$ cat src/rtl/mem_stage.sv
// Memory-access stage: holds one instruction, waits for the data-SRAM load
// response, buffers it across write-back stalls and forms the write-back bus.
module mem_stage #(
  parameter int ES_TO_MS_BUS_WD = 73,
  parameter int MS_TO_WS_BUS_WD = 70
) (
  input  logic                       clk,
  input  logic                       reset,
  output logic                       ms_allowin,
  input  logic                       es_to_ms_valid,
  input  logic [ES_TO_MS_BUS_WD-1:0] es_to_ms_bus,
  input  logic                       ws_allowin,
  output logic                       ms_to_ws_valid,
  output logic [MS_TO_WS_BUS_WD-1:0] ms_to_ws_bus,
  output logic [4:0]                 ms_to_ds_dest,
  output logic                       ms_to_ds_load,
  input  logic                       data_sram_data_ok,
  input  logic [31:0]                data_sram_rdata
);

  localparam logic [2:0] LD_B  = 3'b001;
  localparam logic [2:0] LD_H  = 3'b010;
  localparam logic [2:0] LD_W  = 3'b011;
  localparam logic [2:0] LD_BU = 3'b101;
  localparam logic [2:0] LD_HU = 3'b110;

  logic                       ms_valid_reg;
  logic [ES_TO_MS_BUS_WD-1:0] es_to_ms_bus_reg;
  logic                       rdata_buf_valid_reg;
  logic [31:0]                rdata_buf_reg;

  logic [2:0]  ld_type;
  logic        gr_we;
  logic [4:0]  dest;
  logic [31:0] alu_result;
  logic [31:0] pc;
  logic        is_load;
  logic        ms_ready_go;
  logic        ms_leave;
  logic [31:0] load_data;
  logic [7:0]  byte_lane [4];
  logic [7:0]  sel_byte;
  logic [15:0] sel_half;
  logic [31:0] final_result;

  assign ld_type    = es_to_ms_bus_reg[72:70];
  assign gr_we      = es_to_ms_bus_reg[69];
  assign dest       = es_to_ms_bus_reg[68:64];
  assign alu_result = es_to_ms_bus_reg[63:32];
  assign pc         = es_to_ms_bus_reg[31:0];

  assign is_load = (ld_type == LD_B) || (ld_type == LD_H) || (ld_type == LD_W) ||
                   (ld_type == LD_BU) || (ld_type == LD_HU);

  assign ms_ready_go    = !is_load || data_sram_data_ok || rdata_buf_valid_reg;
  assign ms_allowin     = !ms_valid_reg || (ms_ready_go && ws_allowin);
  assign ms_to_ws_valid = ms_valid_reg && ms_ready_go;
  assign ms_leave       = ms_valid_reg && ms_ready_go && ws_allowin;

  always_ff @(posedge clk) begin
    if (reset) begin
      ms_valid_reg     <= 1'b0;
      es_to_ms_bus_reg <= '0;
    end else if (ms_allowin) begin
      ms_valid_reg <= es_to_ms_valid;
      if (es_to_ms_valid) begin
        es_to_ms_bus_reg <= es_to_ms_bus;
      end
    end
  end

  // A response arriving while the buffer is already full belongs to no
  // resident load, so only the first one is captured.
  always_ff @(posedge clk) begin
    if (reset) begin
      rdata_buf_valid_reg <= 1'b0;
      rdata_buf_reg       <= '0;
    end else if (ms_leave) begin
      rdata_buf_valid_reg <= 1'b0;
    end else if (ms_valid_reg && is_load && data_sram_data_ok && !rdata_buf_valid_reg) begin
      rdata_buf_valid_reg <= 1'b1;
      rdata_buf_reg       <= data_sram_rdata;
    end
  end

  assign load_data = rdata_buf_valid_reg ? rdata_buf_reg : data_sram_rdata;

  generate
    for (genvar gi = 0; gi < 4; gi++) begin : g_byte_lane
      assign byte_lane[gi] = load_data[gi*8 +: 8];
    end
  endgenerate

  assign sel_byte = byte_lane[alu_result[1:0]];
  assign sel_half = alu_result[1] ? load_data[31:16] : load_data[15:0];

  always_comb begin
    final_result = alu_result;
    case (ld_type)
      LD_B:    final_result = {{24{sel_byte[7]}}, sel_byte};
      LD_BU:   final_result = {24'b0, sel_byte};
      LD_H:    final_result = {{16{sel_half[15]}}, sel_half};
      LD_HU:   final_result = {16'b0, sel_half};
      LD_W:    final_result = load_data;
      default: final_result = alu_result;
    endcase
  end

  assign ms_to_ws_bus  = {gr_we, dest, final_result, pc};
  assign ms_to_ds_dest = (ms_valid_reg && gr_we) ? dest : 5'd0;
  assign ms_to_ds_load = ms_valid_reg && is_load;

endmodule

$ cat config.mk
export PLATFORM = sky130hd
export DESIGN_NAME = mem_stage
export DESIGN_NICKNAME = d
export VERILOG_FILES = /design/src/rtl/mem_stage.sv
export SDC_FILE = /design/constraint.sdc
export NUM_CORES = 1
export LEC_CHECK = 0
export BUFFER_PORTS_ARGS = -buffer_cell sky130_fd_sc_hd__buf_2
export CAP_MARGIN = 20
export CORE_ASPECT_RATIO = 0.5
export CORE_MARGIN = 3
export CORE_UTILIZATION = 33
export CTS_CLUSTER_SIZE = 30
export DETAILED_ROUTE_END_ITERATION = 10
export GPL_ROUTABILITY_DRIVEN = 0
export HOLD_SLACK_MARGIN = 0.12
export PLACE_DENSITY = 0.53
export SLEW_MARGIN = 20
export SYNTH_ARGS = -nofsm -noshare
export SYNTH_HDL_FRONTEND = slang
export SYNTH_SLANG_ARGS = --single-unit
$ cat constraint.sdc
create_clock -name clk -period 2.1 [get_ports clk]
set_input_delay 0.105 -clock clk [delete_from_list [all_inputs] [get_ports clk]]
set_output_delay 0.105 -clock clk [all_outputs]
set_load 0.05 [all_outputs]
* Word-level counts from Yosys, hierarchy flattened *
Cells that the tools add are included.

storage, ports and cells
  word-level logic and storage cells = 39
  register bits after elaboration = 107

cells by class
  bitwise operators = 2
  equality and inequality tests = 5
  reductions and logical operators = 20
  order comparisons = 1
  mux-type cells = 7

operator list
  cell                                                  count
  one-hot mux 32 bit (5 select lines)                   1
  two-way mux 32 bit                                    1
  binary-select mux 8 bit (select 2 bit)                1
  two-way mux 16 bit                                    1
  two-way mux 8 bit                                     2
  logical AND 1 bit                                     7
  logical OR 1 bit                                      7
  equality test 3 x 2 -> 1 bit (second input constant)  2
  equality test 3 bit (second input constant)           2
  two-way mux 5 bit                                     1
  AND reduction 2 bit                                   2
  equality test 3 x 1 -> 1 bit (second input constant)  1
  >= comparator 3 bit (second input constant)           1
  logical NOT 1 bit                                     3
  NOT 2 -> 3 bit                                        1
  OR reduction 2 bit                                    1
  NOT 1 bit                                             1

* Longest topological paths before layout *
Gate-level depths: netlist (run 1).

  depth after elaboration = 12
  mapped depth = 8

* Least setup slack after synthesis (run 1) *
No wires, ideal clock.

  path type = reg2out
  start = reg rdata_buf_valid_reg
  end = out ms_to_ws_bus[46]
  cell stages (with the launch flop) = 6
  arrival = 2.805 ns
  path slack = -0.810 ns
  cells stage by stage = dfxtp_1 buf_2 buf_4 mux2_2 nor2_1 o311ai_0

between the ends
  word-level cells in the longest chain between the ends = 5

RTL lines
  what                                                   RTL line  source
  from (decl)                                            29        logic rdata_buf_valid_reg;
  from (signal assigned)                                 76        rdata_buf_valid_reg <= 1'b0;
  from (signal assigned)                                 79        rdata_buf_valid_reg <= 1'b0;
  from (signal assigned)                                 81        rdata_buf_valid_reg <= 1'b1;
  two-way mux 32 bit *                                   86        assign load_data = rdata_buf_valid_reg ? rdata_buf_reg : data_sram_rdata;
  binary-select mux 8 bit (select 2 bit)                 94        assign sel_byte = byte_lane[alu_result[1:0]];
  two-way mux 8 bit (not written as such) (2 in series)  94
  one-hot mux 32 bit (5 select lines) *                  99        case (ld_type)
  to (decl)                                              14        output logic [MS_TO_WS_BUS_WD-1:0] ms_to_ws_bus,

Every way passes the cells marked *; elsewhere a longest branch is shown, timed or not. The select of a mux whose other input is x is not followed.

* Worst setup path after layout (run 1) *
  start = reg rdata_buf_valid_reg
  end = out ms_to_ws_bus[52]

Same word-level chain as after synthesis.

==> flow_metrics.env, run 1 <==
export IMPL_status="finished with violations"
export IMPL_violations="setup timing"
export IMPL_wire_per_inst_um=16.7
export IMPL_cp_end_kind="output pin"
export IMPL_setup_violations_final=21
export IMPL_grt_pass1_wl_um=32400
export IMPL_port_buffers=187
export IMPL_area_growth_pct=49.8
export IMPL_min_period_ps=2290
export IMPL_drive_above_1_share_pct=34.5
export IMPL_path_buf_inv=3
export IMPL_path_cells="mux2_4 -> or3_4 -> nand4_4 -> o21a_4 -> buf_12 -> buf_12 -> a31oi_4 -> buf_6"
export IMPL_grt_usage_pct=20.7
export IMPL_row_count=33
export IMPL_rr_worst_depth=7
export IMPL_place_hpwl_um=13800
export IMPL_fmax_mhz=436
export IMPL_dr_pass1_iters=5
export IMPL_hp_class="primary input to register"
export IMPL_met1_length_um=9470
export IMPL_fin_ws_ps=-193
export IMPL_ys_types=47
export IMPL_powerDensity_nw_per_um2=665
export IMPL_clockRootBuffer="clkbuf_16"
export IMPL_layout_common_cells="nand2_1 (235), buf_2 (155), a21oi_1 (118)"
export IMPL_crit_arrival_ps=2190
export IMPL_htreeDepth=3
export IMPL_viasPerCell=4.96
export IMPL_r2r_slack_ps=90
export IMPL_die_h_um=101
export IMPL_ios=188
export IMPL_wl_met3_um=1220
export IMPL_cp_required_ps=2000
export IMPL_cts_tree="done"
export IMPL_finalMaxSlewViolations=0
export IMPL_grt_pass1_vias=5895
export IMPL_synth_fp_nets=842
export IMPL_antenna_found_initial=0
export IMPL_final_util_pct=52.3
export IMPL_endpoint="ms_to_ws_bus[52]"
export IMPL_synth_warning_count=0
export IMPL_overflow=0
export IMPL_power_mw=5.90
export IMPL_dpl_cell_area_sq_um=7010
export IMPL_nets=1098
export IMPL_seq_area_frac_synth_pct=36.2
export IMPL_fin_area_sq_um=8870
export IMPL_insertion_delay_ps=350
export IMPL_hold_slack_ps=177
export IMPL_route_top_layer_used="met4"
export IMPL_path_delay_family="simple AND/OR/NAND/NOR gates"
export IMPL_num_vias=6053
export IMPL_worstPathMaxFanout=6
export IMPL_syn_area_sq_um=5920
export IMPL_syn_inst=732
export IMPL_worst_pin_slew_ps=423
export IMPL_startpoint_type="register"
export IMPL_coreArea_sq_um=17000
export IMPL_slowest_stage="dfxtp_4"
export IMPL_dr_wl_met2_um=9440
export IMPL_critical_path_depth=8
export IMPL_die_w_um=195
export IMPL_crit_top_cell="buf_12"
export IMPL_rsz0062_at_grt="true"
export IMPL_r2r_start="es_to_ms_bus_reg[70]$_SDFFE_PP0P_"
export IMPL_startpoint="rdata_buf_valid_reg$_SDFFE_PP0P_"
export IMPL_relSlewSlack_pct=71.7
export IMPL_syn_area_per_cell_sq_um=8.09
export IMPL_cts_buffer_depth=2
export IMPL_hold_violations=0
export IMPL_power_leakage_nw=3.55
export IMPL_grt_max_degree=45
export IMPL_ys_seq_elements=107
export IMPL_ant_nets=0
export IMPL_slowest_delay_ps=400
export IMPL_finalSetupTns_ps=-2490
export IMPL_period_share_pct=109
export IMPL_cts_sinks=107
export IMPL_largest_reg_flops=73
export IMPL_cap_violations=0
export IMPL_max_vdd_ir_drop_uv=399
export IMPL_cts_buffers=9
export IMPL_cts_reportedPaths_clkPinSlew_ps=80
export IMPL_r2r_end="rdata_buf_valid_reg$_SDFFE_PP0P_"
export IMPL_layout_commonest_cell="nand2_1"
export IMPL_fillers=1576
export IMPL_diodes=0
export IMPL_skew_ps=10.1
export IMPL_crit_type="register to output pin"
export IMPL_routed_wl_um=20400
export IMPL_die_area_sq_um=19700
export IMPL_first_iter_violations=349
export IMPL_drc=0
export IMPL_initial_core_util_pct=34.9
-- how the worst min path moves through the flow --
stage / start / endpoint / slack, ps / cells past startpoint
after floorplan: ws_allowin / rdata_buf_valid_reg$_SDFFE_PP0P_ / 210 / 1
after global placement: es_to_ms_bus[6] / es_to_ms_bus_reg[6]$_SDFFE_PP0P_ / 350 / 3
after detailed placement: es_to_ms_bus[27] / es_to_ms_bus_reg[27]$_SDFFE_PP0P_ / 350 / 3
after CTS: reset / es_to_ms_bus_reg[42]$_SDFFE_PP0P_ / 170 / 2
after global routing: reset / es_to_ms_bus_reg[42]$_SDFFE_PP0P_ / 200 / 2
final: reset / es_to_ms_bus_reg[42]$_SDFFE_PP0P_ / 180 / 2
-- where the power goes --
part           total (mW)  internal (mW)  switching, mW
sequential           2.18           2.12         0.0657
combinational        1.88          0.772           1.11
clock                1.83           1.01          0.824
-- per-layer routing --
metal | global-route usage (%) | vias to the layer above
met5 | 0 | -
li1 | - | 2989
met1 | 28.5 | 2858
met2 | 33.5 | 182
met3 | 4.71 | 24
met4 | 4.11 | 0
-- cell families (layout without fill, tap and decap cells) --
family                 after synthesis  in the layout  share of synthesized area, %
buffers and inverters               98            358                          10.5
flip-flops                         107            107                          36.2
AO/OA/AOI/OAI                      175            175                          20.1
multiplexers                        52             52                          12.8
AND/OR/NAND/NOR                    300            301                          20.4
-- cells in the mapped netlist, drive strengths merged --
library cell | instances | area share, %
nand2b | 4 | 0.42
mux4 | 16 | 6.1
a311oi | 2 | 0.40
or3 | 2 | 0.30
dfxtp | 107 | 36
o21a | 1 | 0.25
mux2i | 9 | 1.5
a222oi | 2 | 0.34
o22a | 1 | 0.15
and2 | 1 | 0.11
o211ai | 1 | 0.13
o31ai | 1 | 0.36
mux2 | 27 | 5.2
o21ai | 6 | 0.51
o22ai | 2 | 0.21
nand3 | 9 | 0.76
a31oi | 21 | 5.0
a31o | 1 | 0.15
o2111ai | 1 | 0.15
a32oi | 4 | 0.59
clkbuf | 25 | 1.6
a211oi | 5 | 0.63
a221oi | 1 | 0.15
nor3 | 2 | 0.17
nand4 | 2 | 0.46
a22o | 4 | 0.59
nand2 | 236 | 15
a2111oi | 1 | 0.15
or2 | 2 | 0.21
inv | 3 | 0.19
o31a | 1 | 0.15
buf | 70 | 8.7
nor2b | 1 | 0.11
o311ai | 1 | 0.15
a22oi | 1 | 0.13
a21oi | 118 | 10
nor2 | 34 | 2.2
and3 | 7 | 0.74
-- area by class of cell --
type                            instances  area [sq um]  area share (%)
Multi-Input combinational cell        528          3360            37.8
Inverter                                3          11.3           0.127
Clock buffer                           11           253            2.85
Timing Repair Buffer                  339          2740            30.9
Sequential cell                       107          2160            24.4
Tap cell                              227           284            3.20
Clock inverter                          5          65.1           0.733
-- timing repair --
action | 4_1_cts | 5_1_grt
endpoints found under the hold margin | 107 | 0
hold buffers | 108 | 0
setup buffers | 4 | 4
gates cloned | 1 | 1
pin swaps | 14 | 11
setup endpoints to repair | 32 | 33
resized for setup | 77 | 29
-- stage by stage --
step,setup WS (ps),cells
floorplan,-214,732
global placement,124,1087
global route,-263,1220
detailed placement,80.7,1087
finish,-193,1220
CTS,-205,1216
Note: power is estimated with default switching activity, not from simulation.
==> run 2, diff against run 1 <==
- ABC_AREA: unset -> 1
- PLACE_DENSITY: 0.53 -> 0.52
==> flow_metrics.env, run 2 <==
export IMPL_die_area_sq_um=20800
export IMPL_power_leakage_nw=4.53
export IMPL_async_flop_share_pct=0
export IMPL_grt_pass1_wl_um=34700
export IMPL_cap_violations=0
export IMPL_r2r_end="es_to_ms_bus_reg[11]$_SDFFE_PP0P_"
export IMPL_path_buf_inv=4
export IMPL_ys_seq_elements=107
export IMPL_path_delay_family="buffers and inverters"
export IMPL_seq_area_frac_synth_pct=34.1
export IMPL_fmax_mhz=493
export IMPL_synth_top_family_by_area="simple AND/OR/NAND/NOR gates"
export IMPL_first_iter_violations=400
export IMPL_final_cells=1510
export IMPL_htreeDepth=3
export IMPL_cp_end_kind="output pin"
export IMPL_setup_violations_final=0
export IMPL_grt_pass1_vias=6873
export IMPL_drive_above_1_share_pct=23.2
export IMPL_worst_pin_slew_ps=477
export IMPL_path_cells="clkinvlp_4 -> buf_6 -> nand2_2 -> o21ai_2 -> buf_6 -> nand2_4 -> nand2_2 -> nand2_2 -> nand2_2 -> nor2_2 -> nand3_2 -> buf_8"
export IMPL_synth_warning_count=0
export IMPL_coreArea_sq_um=18000
export IMPL_r2r_start="es_to_ms_bus_reg[71]$_SDFFE_PP0P_"
export IMPL_layout_common_cells="nand2_1 (245), buf_2 (155), inv_1 (129)"
export IMPL_fin_ws_ps=69.7
export IMPL_drc=0
export IMPL_synth_compound_area_share_pct=13.0
export IMPL_initial_core_util_pct=34.9
export IMPL_ios=188
export IMPL_clockRootBuffer="clkbuf_16"
export IMPL_powerDensity_nw_per_um2=688
export IMPL_cts_reportedPaths_clkPinSlew_ps=70
export IMPL_die_w_um=201
export IMPL_rr_worst_depth=10
export IMPL_final_util_pct=49.8
export IMPL_wire_per_inst_um=14.4
export IMPL_synth_ff_type="dfxtp_1"
export IMPL_finalMaxSlewViolations=0
export IMPL_status="complete, no violations"
export IMPL_cts_buffer_depth=2
export IMPL_power_mw=6.16
export IMPL_synth_common_cells="nand2_1 (257), inv_1 (132), nand3_1 (130), a21oi_1 (120), dfxtp_1 (107)"
export IMPL_synth_xor_area_share_pct=0
export IMPL_ys_types=23
export IMPL_finalSetupTns_ps=0
export IMPL_viasPerCell=4.72
export IMPL_dr_pass1_iters=5
export IMPL_synthMuxAreaShare_pct=0
export IMPL_yosys_area_top_type_share_pct=34.1
export IMPL_hp_start="ws_allowin"
export IMPL_insertion_delay_ps=350
export IMPL_slowest_delay_ps=370
export IMPL_syn_inst=1024
export IMPL_synthSimpleGateAreaFrac_pct=34.7
export IMPL_yosysMostFrequentCell="nand2_1"
export IMPL_dp_cells=1377
export IMPL_grt_usage_pct=20.3
export IMPL_min_period_ps=2030
export IMPL_slowest_stage="dfxtp_4"
export IMPL_syn_area_sq_um=6280
export IMPL_worstPathMaxFanout=7
export IMPL_port_buffers=187
export IMPL_dp_slack_ps=137
export IMPL_r2r_slack_ps=360
export IMPL_skew_ps=11.1
export IMPL_comb_power_share_pct=36.6
export IMPL_hold_violations=0
export IMPL_relSlewSlack_pct=68.2
export IMPL_whs_endpoint="ms_valid_reg$_SDFFE_PP0P_"
export IMPL_cts_buffers=9
export IMPL_rsz0062_at_grt="true"
export IMPL_synth_area_leaders="dfxtp_1 (34%), nand2_1 (15%), nand3_1 (10%)"
export IMPL_internal_power_mw=3.78
export IMPL_synth_area_leader_cell="dfxtp_1"
export IMPL_area_growth_pct=42.6
export IMPL_sw_frac_of_total_pct=38.7
export IMPL_nets=1362
export IMPL_p_switching_mw=2.38
export IMPL_num_vias=7129
export IMPL_hp_class="primary input to register"
export IMPL_startpoint="rdata_buf_valid_reg$_SDFFE_PP0P_"
export IMPL_crit_top_cell="nand2_2"
export IMPL_syn_area_per_cell_sq_um=6.13
export IMPL_period_share_pct=96.7
export IMPL_layout_commonest_cell="nand2_1"
export IMPL_ant_nets=0
export IMPL_cts_sinks=107
export IMPL_place_hpwl_um=14700
export IMPL_synth_fp_nets=1134
export IMPL_crit_arrival_ps=1930
export IMPL_overflow=0
export IMPL_startpoint_type="register"
export IMPL_synth_edff_count=0
export IMPL_crit_type="register to output pin"
export IMPL_antenna_found_initial=1
export IMPL_pwr_share_seq_pct=36.7
export IMPL_routed_wl_um=21700
export IMPL_grt_max_degree=106
export IMPL_pwr_share_clk_pct=26.8
export IMPL_cp_required_ps=2000
export IMPL_max_vdd_ir_drop_uv=390
export IMPL_cts_tree="done"
export IMPL_yosys_area_share_adder_pct=0
export IMPL_die_h_um=104
export IMPL_hold_depth=4
export IMPL_largest_reg_flops=73
export IMPL_row_count=34
run 2: cells by family after synthesis:
| logic type | after synthesis |
|---|---|
| and+or+nand+nor | 515 |
| AOI/OAI and AO/OA | 161 |
| DFF | 107 |
| buffers and inverters | 241 |
run 2: worst max path at each step:
| stage | to | slack [ps] | depth (start not counted) |
|---|---|---|---|
| final | ms_to_ws_bus[46] | 70 | 12 |
| after global routing | ms_to_ws_bus[34] | -30 | 8 |
| after CTS | ms_to_ws_bus[45] | -0.8 | 8 |
| after detailed placement | ms_to_ws_bus[42] | 140 | 7 |
| after global placement | ms_to_ws_bus[42] | 150 | 7 |
| after floorplan | ms_to_ws_bus[36] | 60 | 10 |
run 2: per-stage QoR:
stage                     instance area (sq um)  hold slack (ps)
after floorplan                            6280              174
after global placement                     7160              320
final                                      8960              169
after global routing                       8960              195
after detailed placement                   7160              318
after CTS                                  8640              152
run 2: timing repair:
action                                  4_1_cts  5_1_grt
hold buffers                                106        0
resized for setup                            40       70
setup buffers                                 5        4
endpoints found under the setup margin       30       32
pin swaps                                     0        9
hold endpoints to repair                    107        0
gates cloned                                  0        1
run 2: power groups by stage:
stage / registers [mW] / logic (mW) / clock network [mW]
after global placement: 2.30 / 1.90 / 0
final: 2.26 / 2.25 / 1.65
after global routing: 2.28 / 2.43 / 1.79
after CTS: 2.26 / 2.14 / 1.72
after detailed placement: 2.30 / 1.90 / 0
after floorplan: 2.27 / 1.49 / 0
run 2: final cells by class:
class / count / area (sq um)
diodes: 1 / 2.50
clock inverters: 6 / 51.3
multi-input cells: 676 / 3170
flip-flops and latches: 107 / 2150
inverters: 132 / 503
clock buffers: 10 / 229
well taps: 252 / 315
fillers: 1892 / 9040
repair buffers: 326 / 2530
run 2: metal layers:
metal,track usage [%],wire length (um)
met5,0,0
met4,4.51,286
met2,33.2,9940
met1,26.9,10100
met3,5.23,1370
run 2: tightest hold or removal path: cells and delay by family:
kind / cells / cell delay [ps]
buf+inv: 1 / 100
compound gates: 1 / 70
simple gates: 2 / 200
